$ cat src/rtl/rf_addr_encoder.sv
// rf_addr_encoder
// ---------------
// Serial encoder that turns a stream of register-file entries back into the
// compressed per-group description (kernel row r, kernel index k, group start
// pointer) plus the total entry count. It is the inverse of the
// address-to-RF expander.
//
// Optional feature macro: RF_COL_CHECK_EN
//   defined   : every accepted entry is also checked for i_col == i_w - i_s
//               (7-bit wrap); a mismatch sets o_err.
//   undefined : i_col is ignored; o_err reflects only the row-range check.
//
// Ports
//   i_clk, i_rst       clock (rising edge), asynchronous active-high reset
//   i_start            begin a pass (sampled only in IDLE); latches i_h/i_w/i_s
//   i_h, i_w, i_s      window row base, column base, column offset
//   i_valid, o_ready   entry handshake (see below)
//   i_row/i_col/i_kidx entry fields (h - r, w - s, k)
//   i_last             marks the final entry of the pass
//   o_r/o_k/o_ptr      per-group kernel row, kernel index, start index
//   o_groups           number of groups recorded (0..K)
//   o_length           number of entries accepted
//   o_overflow         more than K groups were opened, or o_length wrapped
//   o_err              row out of range (or column mismatch when enabled)
//   o_finish           one-cycle pulse in the DONE state
//   o_state            FSM state (0 IDLE, 1 RECV, 2 DONE) for observation
//
// Handshake: an entry transfers on a rising edge where i_valid and o_ready are
// both high. o_ready is high for the whole RECV state and low elsewhere, so
// there is no backpressure inside a pass; i_valid outside RECV is ignored.

module rf_addr_encoder #(
  parameter int K     = 4,
  parameter int PTR_W = 11
) (
  input  logic             i_clk,
  input  logic             i_rst,
  input  logic             i_start,
  input  logic [6:0]       i_h,
  input  logic [6:0]       i_w,
  input  logic [2:0]       i_s,
  input  logic             i_valid,
  input  logic [6:0]       i_row,
  input  logic [6:0]       i_col,
  input  logic [6:0]       i_kidx,
  input  logic             i_last,
  output logic             o_ready,
  output logic [2:0]       o_r   [0:K-1],
  output logic [4:0]       o_k   [0:K-1],
  output logic [PTR_W-1:0] o_ptr [0:K-1],
  output logic [2:0]       o_groups,
  output logic [PTR_W-1:0] o_length,
  output logic             o_overflow,
  output logic             o_err,
  output logic             o_finish,
  output logic [1:0]       o_state
);

  typedef enum logic [1:0] {
    IDLE = 2'd0,
    RECV = 2'd1,
    DONE = 2'd2
  } state_t;

  localparam logic [2:0] GRP_MAX = 3'(K);

  state_t     state;
  logic [6:0] h_q;
  logic [6:0] w_q;
  logic [2:0] s_q;
  logic [2:0] cur_r;
  logic [4:0] cur_k;
  logic       first_q;

  logic             accept;
  logic [7:0]       d;
  logic             range_err;
  logic [2:0]       ent_r;
  logic [4:0]       ent_k;
  logic [6:0]       exp_col;
  logic             col_mismatch;
  logic             col_err;
  logic             open_grp;
  logic             grp_full;
  logic             len_wrap;
  logic [PTR_W-1:0] len_nxt;
  logic [2:0]       grp_nxt;
  logic             unused_bits;

  assign o_state = state;

  always_comb begin
    accept       = 1'b0;
    d            = 8'd0;
    range_err    = 1'b0;
    ent_r        = 3'd0;
    ent_k        = 5'd0;
    exp_col      = 7'd0;
    col_mismatch = 1'b0;
    col_err      = 1'b0;
    open_grp     = 1'b0;
    grp_full     = 1'b0;
    len_wrap     = 1'b0;
    len_nxt      = '0;
    grp_nxt      = 3'd0;

    accept = (state == RECV) && i_valid;
    // 8-bit signed difference: bit 7 set means negative, bits 6:3 set means
    // larger than 7; either way the row lies outside the 8-row kernel.
    d         = {1'b0, h_q} - {1'b0, i_row};
    range_err = (d[7:3] != 5'd0);
    ent_r     = d[2:0];
    ent_k     = i_kidx[4:0];

    exp_col      = w_q - {4'd0, s_q};
    col_mismatch = (i_col != exp_col);
`ifdef RF_COL_CHECK_EN
    col_err = col_mismatch;
`else
    col_err = 1'b0;
`endif

    // A group opens on the first entry or whenever (r,k) changes relative to
    // the most recently opened group, even if that group did not fit.
    open_grp = first_q || (ent_r != cur_r) || (ent_k != cur_k);
    grp_full = (o_groups == GRP_MAX);
    len_wrap = &o_length;
    len_nxt  = o_length + 1'b1;
    grp_nxt  = (open_grp && !grp_full) ? o_groups + 3'd1 : o_groups;
  end

  // Bits that are deliberately not used for any decision in every build.
  assign unused_bits = ^{i_kidx[6:5], col_mismatch};

  always_ff @(posedge i_clk or posedge i_rst) begin
    if (i_rst) begin
      state      <= IDLE;
      h_q        <= 7'd0;
      w_q        <= 7'd0;
      s_q        <= 3'd0;
      cur_r      <= 3'd0;
      cur_k      <= 5'd0;
      first_q    <= 1'b0;
      o_ready    <= 1'b0;
      o_groups   <= 3'd0;
      o_length   <= '0;
      o_overflow <= 1'b0;
      o_err      <= 1'b0;
      o_finish   <= 1'b0;
      for (int g = 0; g < K; g++) begin
        o_r[g]   <= 3'd0;
        o_k[g]   <= 5'd0;
        o_ptr[g] <= '0;
      end
    end else begin
      case (state)
        IDLE: begin
          o_finish <= 1'b0;
          if (i_start) begin
            h_q        <= i_h;
            w_q        <= i_w;
            s_q        <= i_s;
            cur_r      <= 3'd0;
            cur_k      <= 5'd0;
            first_q    <= 1'b1;
            o_groups   <= 3'd0;
            o_length   <= '0;
            o_overflow <= 1'b0;
            o_err      <= 1'b0;
            for (int g = 0; g < K; g++) begin
              o_r[g]   <= 3'd0;
              o_k[g]   <= 5'd0;
              o_ptr[g] <= '0;
            end
            o_ready <= 1'b1;
            state   <= RECV;
          end
        end

        RECV: begin
          if (accept) begin
            o_length <= len_nxt;
            first_q  <= 1'b0;
            if (len_wrap) o_overflow <= 1'b1;
            if (range_err || col_err) o_err <= 1'b1;
            if (open_grp) begin
              cur_r <= ent_r;
              cur_k <= ent_k;
              if (grp_full) begin
                o_overflow <= 1'b1;
              end else begin
                o_groups <= o_groups + 3'd1;
                for (int g = 0; g < K; g++) begin
                  if (3'(g) == o_groups) begin
                    o_r[g]   <= ent_r;
                    o_k[g]   <= ent_k;
                    o_ptr[g] <= o_length;
                  end
                end
              end
            end
            if (i_last) begin
              // Unused slots point at the end of the stream; their r/k were
              // already cleared at i_start. The condition excludes any slot
              // opened by this same entry.
              for (int g = 0; g < K; g++) begin
                if (3'(g) >= grp_nxt) o_ptr[g] <= len_nxt;
              end
              o_ready  <= 1'b0;
              o_finish <= 1'b1;
              state    <= DONE;
            end
          end
        end

        DONE: begin
          o_finish <= 1'b0;
          state    <= IDLE;
        end

        default: begin
          o_ready  <= 1'b0;
          o_finish <= 1'b0;
          state    <= IDLE;
        end
      endcase
    end
  end

endmodule

$ cat config.mk
export PLATFORM = sky130hd
export DESIGN_NAME = rf_addr_encoder
export DESIGN_NICKNAME = d
export VERILOG_FILES = /design/src/rtl/rf_addr_encoder.sv
export SDC_FILE = /design/constraint.sdc
export NUM_CORES = 1
export LEC_CHECK = 0
export BUFFER_PORTS_ARGS = -buffer_cell sky130_fd_sc_hd__buf_2
export CORE_UTILIZATION = 30
export CTS_CLUSTER_SIZE = 14
export DETAILED_ROUTE_END_ITERATION = 12
export PLACE_DENSITY = 0.58
export SLEW_MARGIN = 0
export SYNTH_ARGS = -nofsm -noshare
export SYNTH_HDL_FRONTEND = slang
export SYNTH_SLANG_ARGS = --single-unit
$ cat constraint.sdc
create_clock -name i_clk -period 4.7 [get_ports i_clk]
set_input_delay 0 -clock i_clk [delete_from_list [all_inputs] [get_ports i_clk]]
set_output_delay 0 -clock i_clk [all_outputs]
set_load 0.005 [all_outputs]
# --- Word level (Yosys, flattened, before mapping) ---
# Index checks and enable logic that the tools add are counted.
word_totals:
  out_inout_bits: 96
  reg_bits: 112
op_classes:
  n_addsub: 3
  reduce_logical: 22
  n_eq_ne: 18
  n_bitwise: 1
  n_lt_le_gt_ge: 4
  muxes: 70
op_table:
  columns: ["cell", "n"]
  rows:
  - ["44-bit two-way mux", 5]
  - ["11-bit two-way mux", 10]
  - ["44-bit case mux with 2 select lines", 1]
  - ["20-bit two-way mux", 4]
  - ["12-bit two-way mux", 4]
  - ["20-bit case mux with 2 select lines", 1]
  - ["5-bit two-way mux", 7]
  - ["3-bit two-way mux", 11]
  - ["12-bit case mux with 2 select lines", 1]
  - ["6-bit AND reduction", 4]
  - ["11-bit case mux with 2 select lines", 1]
  - ["1-bit two-way mux", 14]
  - ["2-bit inequality test (second input constant)", 6]
  - ["3-bit case mux with 2 select lines", 2]
  - ["4-bit AND reduction", 3]
  - ["11-bit by 1-bit adder with 11-bit output (second input constant)", 1]
  - ["11-bit AND reduction", 1]
  - ["5-bit case mux with 2 select lines", 1]
  - ["2-bit by 1-bit inequality test with 1-bit output (second input constant)", 4]
  - ["7-bit by 7-bit subtractor with 8-bit output", 1]
  - ["2-bit by 3-bit == test with 1-bit output (first input constant)", 2]
  - ["1-bit by 3-bit >= comparator with 1-bit output (first input constant)", 2]
  - ["2-bit by 3-bit >= comparator with 1-bit output (first input constant)", 2]
  - ["2-bit two-way mux", 3]
  - ["21 further kinds", 27]

# --- Longest topological paths before layout ---
# Gate-level depths: netlist (run 1).
logic_depth:
  depth_word: 11
  depth_mapped: 12
  ltp_nobuf: 10

# --- Worst setup path after synthesis (run 1) ---
# Ideal clock, no wire load.
synth_path:
  path_kind: "register to register"
  from: "register h_q[0]"
  to: "register o_ptr[25] (netlist bit)"
  path_stages_with_launch: 11
  synth_period_minus_slack_ns: 2.813
  required_ns: 4.570
  setup_time_ns: 0.130
  path_slack_ns: 1.887
  arrival_ns: 2.683
  path_cell_list: "dfrtp_1 inv_1 ha_1 inv_1 fa_1 xor2_1 or4_1 o311a_4 buf_6 a221oi_1 a21oi_1"
synth_between:
  elab_chain_len: 11
  elab_cells_between_ends: 12
  cone_classes: "1 x add/sub; 1 x order compare; 1 x eq/ne; 6 x mux; 3 x reduce/logical"
synth_rtl:
  columns: ["element", "line", "text"]
  rows:
  - ["from (decl)", "68", "logic [6:0] h_q;"]
  - ["from (signal assigned)", "160", "h_q <= i_h;"]
  - ["7-bit by 7-bit subtractor with 8-bit output (*)", "110", "d = {1'b0, h_q} - {1'b0, i_row};"]
  - ["3-bit inequality test (*)", "125", "open_grp = first_q || (ent_r != cur_r) || (ent_k != cur_k);"]
  - ["1-bit logical OR (*) (2 in series)", "125", null]
  - ["1-bit logical AND", "129", "grp_nxt = (open_grp && !grp_full) ? o_groups + 3'd1 : o_groups;"]
  - ["3-bit two-way mux", "129", null]
  - ["1-bit by 3-bit >= comparator with 1-bit output", "207", "if (3'(g) >= grp_nxt) o_ptr[g] <= len_nxt;"]
  - ["11-bit two-way mux", "207", null]
  - ["44-bit two-way mux (*)", "202", "if (i_last) begin"]
  - ["44-bit two-way mux (*)", "181", "if (accept) begin"]
  - ["44-bit case mux with 2 select lines (*)", "156", "case (state)"]
  - ["to (signal, indexed assignment)", "197", "o_ptr[g] <= o_length;"]
  - ["to (signal, indexed assignment)", "207", null]
  - ["to (decl)", "50", "output logic [PTR_W-1:0] o_ptr [0:K-1],"]
# Every way passes the cells marked *; elsewhere a longest branch is shown, timed or not. The select of a mux whose other input is x is not followed.
# A chain may end at the register's enable or synchronous reset.

# --- Worst setup path in the final report (run 1) ---
layout_path:
  from: "register h_q[0]"
  to: "register o_ptr[2] (netlist bit)"
layout_between:
  elab_chain_len: 11
  elab_cells_between_ends: 12
  cone_classes: "1 x add/sub; 1 x order compare; 1 x eq/ne; 6 x mux; 3 x reduce/logical"
layout_rtl:
  columns: ["element", "line"]
  rows:
  - ["7-bit by 7-bit subtractor with 8-bit output (*)", "110"]
  - ["3-bit inequality test (*)", "125"]
  - ["1-bit logical OR (*) (2 in series)", "125"]
  - ["1-bit logical AND", "129"]
  - ["3-bit two-way mux", "129"]
  - ["2-bit by 3-bit >= comparator with 1-bit output", "207"]
  - ["11-bit two-way mux", "207"]
  - ["44-bit two-way mux (*)", "202"]
  - ["44-bit two-way mux (*)", "181"]
  - ["44-bit case mux with 2 select lines (*)", "156"]
# Marks and branches as above.

==> results of run 1 <==
-- power by group --
part | total [uW] | switching [uW] | internal (uW)
registers | 1500 | 238 | 1270
logic | 1960 | 1210 | 750
clock network | 813 | 376 | 437
-- critical path, stage by stage (launching register included) --
cell and delay (ps):
sky130_fd_sc_hd__dfrtp_1 380, sky130_fd_sc_hd__inv_1 50, sky130_fd_sc_hd__ha_1 140, sky130_fd_sc_hd__inv_1 70, sky130_fd_sc_hd__fa_1 540, sky130_fd_sc_hd__xor2_1 210
sky130_fd_sc_hd__nor4_4 510, sky130_fd_sc_hd__nand4_1 510, sky130_fd_sc_hd__o21ai_0 420, sky130_fd_sc_hd__a221oi_1 210, sky130_fd_sc_hd__a221o_1 290
-- synth_stat cells (all sizes together), types with 3 or more instances --
cell / n / area, um^2
a31oi: 8 / 56.30
mux2i: 15 / 153.9
and4: 3 / 26.28
nand3: 18 / 102.6
dfrtp: 112 / 2803
inv: 17 / 63.81
or3: 3 / 18.77
nand2: 122 / 460.5
nor3: 10 / 50.05
nand4: 6 / 37.54
a21oi: 42 / 210.2
o21ai: 83 / 415.4
o221ai: 4 / 41.29
and2: 4 / 25.02
mux2: 11 / 123.9
ha: 13 / 162.7
a221oi: 16 / 146.4
o31ai: 5 / 37.54
a21o: 9 / 67.56
a221o: 8 / 80.08
nor2b: 16 / 100.1
xor2: 13 / 121.4
o211ai: 4 / 30.03
a211oi: 3 / 22.52
buf: 10 / 57.55
a22o: 3 / 26.28
o21a: 3 / 22.52
nor2: 21 / 78.83
clkbuf: 28 / 105.1
xnor2: 7 / 68.82
-- routing by layer --
metal	vias to the layer above	routed length, um	global-route usage (%)
li1	2548	-	-
met1	2539	8189	24.34
met2	122	7972	27.32
met3	23	971	3.765
met4	0	325	6.215
met5	-	0	0
-- repair_timing --
action,4_1_cts,5_1_grt
resized for setup,0,0
hold endpoints to repair,94,0
hold buffers,17,0
-- area by class of cell --
class	instances	area, um^2	area share (%)
inverters	17	66.31	0.9091
clock inverters	6	75.07	1.029
flip-flops and latches	112	2803	38.42
multi-input cells	477	2962	40.60
well taps	265	331.6	4.545
clock buffers	10	239.0	3.276
repair buffers	143	818.3	11.22
-- metrics by stage --
step	cells	setup WS [ps]	power [uW]
4_1_cts	1030	1289	4316
6_report	1030	1238	4279
2_1_floorplan	644	1741	2794
3_5_place_dp	997	1318	3477
3_3_place_gp	997	1350	3452
5_1_grt	1030	1045	4604
-- placed cells by master (no fill, tap or decap), types with 11 or more instances in the layout --
master / synthesis / layout
sky130_fd_sc_hd__a21oi_1: 42 / 42
sky130_fd_sc_hd__dlygate4sd3_1: 0 / 17
sky130_fd_sc_hd__xor2_1: 12 / 12
sky130_fd_sc_hd__dfrtp_1: 112 / 112
sky130_fd_sc_hd__nand3_1: 17 / 17
sky130_fd_sc_hd__nand2_1: 121 / 121
sky130_fd_sc_hd__mux2i_1: 14 / 14
sky130_fd_sc_hd__buf_2: 7 / 119
sky130_fd_sc_hd__inv_1: 17 / 16
sky130_fd_sc_hd__o21ai_0: 82 / 82
sky130_fd_sc_hd__a221oi_1: 15 / 15
sky130_fd_sc_hd__ha_1: 13 / 13
sky130_fd_sc_hd__nor2_1: 21 / 21
sky130_fd_sc_hd__mux2_2: 11 / 11
sky130_fd_sc_hd__nor2b_1: 16 / 16
-- registers in the layout, indices dropped and copies added (netlist names), 2 cells and up --
signal,cells
o_ptr,44
o_k,20
o_r,12
o_length,11
h_q,7
cur_k,5
cur_r,3
o_groups,3
o_state,2
-- logic make-up after synthesis --
family                   after synthesis
buffers and inverters                 55
adder cells (fa/ha/maj)               14
flip-flops                           112
AND/OR/NAND/NOR                      213
XOR/XNOR                              20
multiplexers                          26
AO/OA/AOI/OAI                        204
-- worst max path at each step --
stage          startpoint       end  slack, ps  cells past startpoint
2_1_floorplan       i_rst  cur_k[0]       1740                      1
3_3_place_gp       h_q[0]    o_r[0]       1350                     10
3_5_place_dp       h_q[0]  o_ptr[2]       1320                     10
4_1_cts            h_q[0]  o_ptr[2]       1290                     10
5_1_grt            h_q[0]  o_ptr[8]       1040                     10
6_report           h_q[0]  o_ptr[2]       1240                     10
==> run summary, run 1 <==
### Yosys
* largest family of logic cells by synthesized area: compound AO/OA/AOI/OAI gates
* arithmetic-cell share of the synthesized area counting full adders, half adders and majority gates: 3.049%
* cell count after synthesis: 644
* area fraction in compound gates after synthesis: 21.95%
* fraction of synthesized cell area in xor and xnor cells: 3.175%
* proportion of synthesized area in mux cells: 4.637%
* basic-gate share of the synthesized area counting and, or, nand and nor cells: 16.62%
* mean instance size in the synthesized netlist: 9.302 um^2
* most common flop cell mapped by yosys: sky130_fd_sc_hd__dfrtp_1
* Synth Register Bits: 112
* portion of the post-synthesis area used by sequential elements: 46.78%
* summed instance area of the synthesized netlist: 5991 um^2
* Net Count, Synth: 701
* async set-or-reset flop fraction in the synthesized netlist: 100.0%
* count of different cell masters after synthesis: 62
* EDFF count, synth: 0
* Synth warnings: 0

### Critical path
* arrival time at the worst endpoint: 3700 ps
* Worst R2R Setup Slack: 1240 ps
* critical path class: register to register
* Data required, critical path: 4940 ps
* critical register-to-register path startpoint: h_q[0]
* capture point of the worst reg-to-reg path: o_ptr[2]
* cell count of the worst reg-to-reg path: 10
* Critical Path Start Type: register
* category of the worst setup path capture point: register
* highest fanout seen on the critical path: 12

### Placement
* number of input and output port buffers inserted: 119
* DP Area: 6810 um^2
* HPWL after DPL: 12470 um
* last weighted congestion value of the routability-driven placer: 0.8476

### Floorplanning
* Std-Cell Core Area: 19530 um^2
* Die Y: 143.3 um
* Starting Density: 30.68%
* count of boundary I/O pins: 139
* number of placement rows: 51
* area enclosed by the die boundary: 20540 um^2
* die outline width: 143.3 um

### Global route
* pin count of the biggest net entering global routing: 67
* initial antenna violation count: 0
* Remaining Overflow, GRT: 0
* first-pass GRT wire length: 27990 um
* Tot GR Track Use: 17.66%
* number of global-route vias before repair: 5102

### Clock network
* CTS H-Tree Depth: 3
* buffer depth of the longest clock path: 2
* Post-CTS Repair Setup Buffers: 0
* clock root buffer: sky130_fd_sc_hd__clkbuf_16
* clock slew seen by the registers of the worst setup and hold paths: 80 ps
* CTS tree: built
* Num CTS Buffers: 9
* latest clock arrival within the worst-skew pair: 360 ps
* total number of clock tree sinks: 112

### Timing
* clock tree skew after final layout: 11.34 ps
* final number of setup-violating endpoints: 0
* highest attainable clock frequency: 0.2889 GHz
* final-report max-slew violation count: 0
* post-route clock period utilization: 73.66%
* Fin Setup TNS: 0 ps
* hold slack: 133.8 ps
* shortest period the worst path allows: 3462 ps
* final hold vios: 0
* slew of the pin with the lowest slew margin: 1160 ps
* Slew headroom: 22.42%
* unrepaired setup endpoints after global routing: no

### Power and ir drop
* Static Leakage: 0.003442 uW
* total power divided by cell area: 586.6 nW/um^2
* Worst IR Drop VDD: 0.2194 mV

### Final layout
* Final #Nets: 817
* number of fill cells: 2050
* number of diodes added for antenna fixing: 0
* fraction of layout cells with a size suffix above 1: 22.09%
* Area growth, synth to finish: 21.76%
* utilization after layout: 37.36%
* cell area after layout: 7295 um^2

### Routing
* number of vias per cell after detailed routing: 5.080
* post-route ant nets: 0
* number of detailed-route iterations in the first pass: 4
* WL/cell: 16.95 um
* Starting DRT DRC Count: 408
* number of remaining DRC errors: 0
* total detailed-routing wirelength: 17460 um
* Vias: 5232

### Worst hold path
* worst hold path type: input port to register
* launch point of the worst hold path: i_row[0]
* Hold Path Sink: o_r[6]
* Cells on Worst Hold Path: 3

### Job
* number of violations of the max-capacitance limit: 0

### Outcome
* outcome: finished, final reports clean

Power figures use the tool's default switching activity.
==> run 2: changes to the inputs <==
==> constraint.sdc (replaced) <==
create_clock -name i_clk -period 3.6 [get_ports i_clk]
set_input_delay 0 -clock i_clk [delete_from_list [all_inputs] [get_ports i_clk]]
set_output_delay 0 -clock i_clk [all_outputs]
set_load 0.005 [all_outputs]
==> run summary, run 2 (synthesis results as in run 1) <==
### Routing
* number of remaining DRC errors: 0, unchanged
* number of detailed-route iterations in the first pass: 5, +1
* post-route ant nets: 0, unchanged
* total detailed-routing wirelength: 17560 um, +0.59%
* Vias: 5349, +2.2%
* number of vias per cell after detailed routing: 5.114, +0.67%
* WL/cell: 16.79 um, -0.95%
* Starting DRT DRC Count: 424, +3.9%

### Clock network
* clock slew seen by the registers of the worst setup and hold paths: 70 ps, about the same
* Num CTS Buffers: 9, unchanged
* latest clock arrival within the worst-skew pair: 360 ps, about the same
* clock root buffer: sky130_fd_sc_hd__clkbuf_16
* PostCTS Resize Cnt: 0, unchanged
* buffer depth of the longest clock path: 2, unchanged
* total number of clock tree sinks: 112, unchanged
* CTS tree: built
* CTS H-Tree Depth: 3, unchanged

### Floorplanning
* die outline width: 143.3 um, unchanged
* Std-Cell Core Area: 19530 um^2, unchanged
* Starting Density: 30.68%, unchanged
* Die Y: 143.3 um, unchanged
* area enclosed by the die boundary: 20540 um^2, unchanged
* count of boundary I/O pins: 139, unchanged
* number of placement rows: 51, unchanged

### Timing
* unrepaired setup endpoints after global routing: no
* Fin Setup TNS: 0 ps, unchanged
* shortest period the worst path allows: 3193 ps, -268.9 ps
* post-route clock period utilization: 88.70%, +15 points
* clock tree skew after final layout: 9.532 ps, -1.804 ps
* final number of setup-violating endpoints: 0, unchanged
* highest attainable clock frequency: 0.3132 GHz, +8.4%
* post-layout worst setup margin: 406.9 ps, -831.1 ps
* final hold vios: 0, unchanged
* hold slack: 112.2 ps, -21.61 ps
* slew of the pin with the lowest slew margin: 995.4 ps, -165.1 ps
* Slew headroom: 33.64%, +11 points
* final-report max-slew violation count: 0, unchanged

### Final layout
* cell area after layout: 7405 um^2, +1.5%
* most common cell after layout, fill and taps aside: sky130_fd_sc_hd__nand2_1
* most frequent cells in the layout: sky130_fd_sc_hd__nand2_1 (121), sky130_fd_sc_hd__buf_2 (119), sky130_fd_sc_hd__dfrtp_1 (112)
* number of fill cells: 2027, -1.1%
* fraction of layout cells with a size suffix above 1: 23.82%, +1.7 points
* registers with the most flip-flops: o_ptr: 44 flops, o_k: 20 flops, o_r: 12 flops
* number of diodes added for antenna fixing: 0, unchanged
* flip-flop count of the largest register after layout: 44, unchanged
* Area growth, synth to finish: 23.60%
* register with the most flip-flops: o_ptr
* Final #Nets: 833, +2.0%

### Critical path
* capture point of the worst reg-to-reg path: o_ptr[31]
* max incr delay on CP: 530 ps, about the same
* category of the worst setup path capture point: register
* slowest library cell on the worst path: sky130_fd_sc_hd__fa_1
* arrival time at the worst endpoint: 3440 ps, -260 ps
* Data required, critical path: 3840 ps, -1100 ps
* critical register-to-register path startpoint: h_q[0]
* critical path class: register to register
* Critical Path Start Type: register
* Worst R2R Setup Slack: 410 ps, -830 ps
* highest fanout seen on the critical path: 11, -1
* ordered cell list for the critical path: inv_1, ha_1, inv_1, fa_1, xor2_1, nor4_4, a311oi_1, o21bai_2, buf_4, a221o_1
* library cell appearing most often on the critical path: sky130_fd_sc_hd__inv_1
* cell count of the worst reg-to-reg path: 10, unchanged

### Job
* number of violations of the max-capacitance limit: 0, unchanged

### Power and ir drop
* Worst IR Drop VDD: 0.2645 mV, +21%
* net load switching power: 2370 uW, +30%
* Static Leakage: 0.003517 uW, +2.2%
* Internal Power: 3258 uW, +33%
* Switching Share: 42.11%, -0.56 points
* total power divided by cell area: 760.0 nW/um^2, +30%
* share of power burned in combinational logic: 46.9%, +1.1 points
* sequential fraction of design power: 34.5%, -0.6 points
* clock share of power: 18.5%, -0.5 points

### Outcome
* outcome: finished, final reports clean

### Global route
* Tot GR Track Use: 17.84%, +0.18 points
* pin count of the biggest net entering global routing: 59, -12%
* initial antenna violation count: 0, unchanged
* first-pass GRT wire length: 28220 um, +0.84%
* Remaining Overflow, GRT: 0, unchanged
* number of global-route vias before repair: 5040, -1.2%

### Placement
* worst setup slack after placement: 432.0 ps, -886.4 ps
* HPWL after DPL: 12660 um, +1.5%
* last weighted congestion value of the routability-driven placer: 0.8846, +4.4%
* DP Area: 6938 um^2, +1.9%
* number of input and output port buffers inserted: 119, unchanged

### Worst hold path
* worst hold path type: input port to register
* launch point of the worst hold path: i_row[0]
* Hold Path Sink: o_r[6]
* Cells on Worst Hold Path: 3, unchanged

==> run 2: cell types whose count changed in the layout (fill, tap and decap cells not counted), sizes merged <==
cell         delta
buf            +17
inv             -2
clkinv          +1
clkinvlp        +1
dlygate4sd3     -1
==> run 2: metal layers <==
layer  global-route usage, %  up-vias  wire length (um)
met1                   25.43     2601              8354
li1                        -     2582                 -
met4                   7.391        0               406
met2                   26.65      145              7797
met5                       0        -                 0
met3                   3.032       21              1004
==> run 2: power groups by stage <==
stage | Sequential (uW) | Clock [uW] | Combinational [uW]
final | 1940 | 1040 | 2640
after global placement | 1960 | 0 | 2620
after global routing | 2000 | 1110 | 2960
after CTS | 1950 | 1070 | 2670
after floorplan | 1950 | 0 | 1700
after detailed placement | 1970 | 0 | 2640
==> run 2: cell type report <==
cell class	count	area (um^2)	share of cell area [%]
flip-flops and latches	112	2803	37.85
well taps	265	331.6	4.478
repair buffers	159	935.9	12.64
clock buffers	10	239.0	3.227
multi-input cells	477	2962	40.00
inverters	17	66.31	0.8956
clock inverters	6	67.56	0.9125
==> run 2: worst max path at each step <==
stage	from	endpoint	slack, ps	depth (start not counted)
2_1_floorplan	i_rst	cur_k[0]	640	1
3_3_place_gp	h_q[0]	o_ptr[31]	450	10
3_5_place_dp	h_q[0]	o_ptr[31]	430	10
4_1_cts	h_q[0]	o_ptr[31]	410	10
5_1_grt	h_q[0]	o_ptr[28]	230	11
6_report	h_q[0]	o_ptr[31]	410	10
==> run 2: repair_timing <==
item | CTS | global route
hold buffers | 16 | 0
endpoints found under the hold margin | 80 | 0
setup buffers | 0 | 0
==> run 2: critical path: cells and delay by family, from the launching register on <==
kind	cells	cell delay, ps
flip-flops	1	370
AO/OA/AOI/OAI	3	970
XOR/XNOR	1	210
AND/OR/NAND/NOR	1	510
adder cells (fa/ha/maj)	2	670
buffers and inverters	3	350
==> run 2: per-stage QoR <==
step / std cells / utilization [%] / total power [uW]
final: 1046 / 37.92 / 5628
after global routing: 1046 / 37.92 / 6067
after CTS: 1046 / 37.92 / 5681
after detailed placement: 1014 / 35.53 / 4614
after global placement: 1014 / 35.53 / 4579
after floorplan: 644 / - / 3647
==> run 3: changes to the inputs <==
--- a/config.mk
+++ b/config.mk
@@ -6,10 +6,11 @@
 export NUM_CORES = 1
 export LEC_CHECK = 0
 export BUFFER_PORTS_ARGS = -buffer_cell sky130_fd_sc_hd__buf_2
-export CORE_UTILIZATION = 30
+export CORE_UTILIZATION = 35
 export CTS_CLUSTER_SIZE = 14
 export DETAILED_ROUTE_END_ITERATION = 12
-export PLACE_DENSITY = 0.58
+export GPL_ROUTABILITY_DRIVEN = 0
+export PLACE_DENSITY = 0.64
 export SLEW_MARGIN = 0
 export SYNTH_ARGS = -nofsm -noshare
 export SYNTH_HDL_FRONTEND = slang
==> run summary, run 3 (synthesis results as in run 1) <==
### Timing
* unrepaired setup endpoints after global routing: no
* final number of setup-violating endpoints: 0, unchanged
* slew of the pin with the lowest slew margin: 996.4 ps, +0.9921 ps
* final hold vios: 0, unchanged
* Slew headroom: 33.57%, -0.066 points
* Fin Setup TNS: 0 ps, unchanged
* highest attainable clock frequency: 0.3057 GHz, -2.4%
* hold slack: 76.88 ps, -35.36 ps
* clock tree skew after final layout: 11.32 ps, +1.786 ps
* shortest period the worst path allows: 3271 ps, +78.10 ps
* final-report max-slew violation count: 0, unchanged
* post-route clock period utilization: 90.87%, +2.2 points
* post-layout worst setup margin: 328.8 ps, -78.10 ps

### Floorplanning
* area enclosed by the die boundary: 17640 um^2, -14%
* Die Y: 132.8 um, -7.3%
* die outline width: 132.8 um, -7.3%
* Std-Cell Core Area: 16640 um^2, -15%
* Starting Density: 36.00%, +5.3 points
* number of placement rows: 47, -7.8%
* count of boundary I/O pins: 139, unchanged

### Routing
* Starting DRT DRC Count: 451, +6.4%
* total detailed-routing wirelength: 17290 um, -1.6%
* number of vias per cell after detailed routing: 5.359, +4.8%
* number of remaining DRC errors: 0, unchanged
* number of detailed-route iterations in the first pass: 5, unchanged
* WL/cell: 17.35 um, +3.4%
* post-route ant nets: 0, unchanged
* Vias: 5338, -0.21%

### Final layout
* Area growth, synth to finish: 22.39%
* flip-flop count of the largest register after layout: 44, unchanged
* most common cell after layout, fill and taps aside: sky130_fd_sc_hd__nand2_1
* fraction of layout cells with a size suffix above 1: 23.20%, -0.62 points
* registers with the most flip-flops: o_ptr: 44 flops, o_k: 20 flops, o_r: 12 flops
* area occupied by multi-input gates: 2962 um^2, unchanged
* register with the most flip-flops: o_ptr
* most frequent cells in the layout: sky130_fd_sc_hd__nand2_1 (121), sky130_fd_sc_hd__buf_2 (119), sky130_fd_sc_hd__dfrtp_1 (112)
* number of fill cells: 1627, -20%
* Final #Nets: 829, -0.48%
* number of diodes added for antenna fixing: 0, unchanged
* number of standard cells in the layout, taps in and fillers out: 996, -4.8%
* Sequential Area: 2803 um^2, unchanged

### Job
* number of violations of the max-capacitance limit: 0, unchanged

### Clock network
* clock root buffer: sky130_fd_sc_hd__clkbuf_16
* clock slew seen by the registers of the worst setup and hold paths: 70 ps, about the same
* CTS tree: built
* PostCTS Resize Cnt: 0, unchanged
* latest clock arrival within the worst-skew pair: 360 ps, about the same
* CTS H-Tree Depth: 3, unchanged
* total number of clock tree sinks: 112, unchanged
* buffer depth of the longest clock path: 2, unchanged
* Num CTS Buffers: 9, unchanged

### Critical path
* category of the worst setup path capture point: register
* Worst R2R Setup Slack: 330 ps, -80 ps
* Data required, critical path: 3840 ps, about the same
* highest fanout seen on the critical path: 16, +5
* Critical Path Start Type: register
* arrival time at the worst endpoint: 3520 ps, +80 ps
* critical path class: register to register

### Placement
* number of placed instances with taps included: 964, -4.9%
* number of input and output port buffers inserted: 119, unchanged
* HPWL after DPL: 12040 um, -4.9%
* worst setup slack after placement: 359.5 ps, -72.46 ps

### Power and ir drop
* total power draw: 5675 uW, +0.84%
* Worst IR Drop VDD: 0.2846 mV, +7.6%
* Static Leakage: 0.003497 uW, -0.57%
* total power divided by cell area: 774.0 nW/um^2, +1.8%

### Global route
* pin count of the biggest net entering global routing: 52, -12%
* first-pass GRT wire length: 28430 um, +0.75%
* initial antenna violation count: 0, unchanged
* Remaining Overflow, GRT: 0, unchanged
* Tot GR Track Use: 20.47%, +2.6 points
* number of global-route vias before repair: 5229, +3.8%

### Worst hold path
* worst hold path type: input port to register

### Outcome
* outcome: finished, final reports clean

-- run 3: changes by cell type in the layout (fill, tap and decap cells not counted) --
cell	previous run	this run
sky130_fd_sc_hd__buf_4	24	19
sky130_fd_sc_hd__bufinv_16	1	2
sky130_fd_sc_hd__clkbuf_8	1	0
sky130_fd_sc_hd__clkinv_2	1	0
sky130_fd_sc_hd__dlygate4sd3_1	16	17
-- run 3: metal layers --
layer / up-vias / share of wire, % / track usage, %
met4: 0 / 2.0 / 7.152
li1: 2571 / - / -
met1: 2576 / 46 / 28.81
met2: 163 / 46 / 31.12
met5: - / 0 / 0
met3: 28 / 6.0 / 4.176
-- run 3: final timing paths --
| kind | from | endpoint | cells after the start |
|---|---|---|---|
| min in group asynchronous | i_rst | cur_k[1] | 3 |
| min reg2reg | o_k[4] | o_k[4] | 2 |
| max reg2reg | h_q[0] | o_ptr[26] | 10 |
| max in group asynchronous | i_rst | o_length[8] | 4 |
| min | i_row[0] | o_r[6] | 3 |
| max | h_q[0] | o_ptr[26] | 10 |
-- run 3: repair_timing --
| item | 4_1_cts | 5_1_grt |
|---|---|---|
| hold buffers | 17 | 0 |
| hold endpoints to repair | 76 | 0 |
| setup buffers | 0 | 0 |
-- run 3: per-stage QoR --
stage	area, um^2	utilization (%)
5_1_grt	7332	44.06
6_report	7332	44.06
3_3_place_gp	6844	41.12
2_1_floorplan	5991	-
3_5_place_dp	6844	41.12
4_1_cts	7332	44.06
-- run 3: critical path, cell delays in order (launching register included) --
cell	delay, ps
sky130_fd_sc_hd__dfrtp_1	360
sky130_fd_sc_hd__inv_1	50
sky130_fd_sc_hd__ha_1	170
sky130_fd_sc_hd__inv_1	110
sky130_fd_sc_hd__fa_1	490
sky130_fd_sc_hd__xor2_1	210
sky130_fd_sc_hd__nor4_4	510
sky130_fd_sc_hd__nand4_1	220
sky130_fd_sc_hd__o21bai_2	650
sky130_fd_sc_hd__nor3_1	110
sky130_fd_sc_hd__a221o_1	280
-- run 3: layout make-up --
| cell class | instances | area share [%] |
|---|---|---|
| tap | 220 | 3.754 |
| inverter | 17 | 0.9044 |
| multi-input combinational | 477 | 40.39 |
| clock inverter | 6 | 1.263 |
| sequential | 112 | 38.23 |
| timing repair buffer | 155 | 12.39 |
| clock buffer | 9 | 3.072 |
-- run 3: where the power goes --
| part | switching [uW] | internal [uW] |
|---|---|---|
| Clock | 490 | 611 |
| Sequential | 314 | 1650 |
| Combinational | 1580 | 1030 |
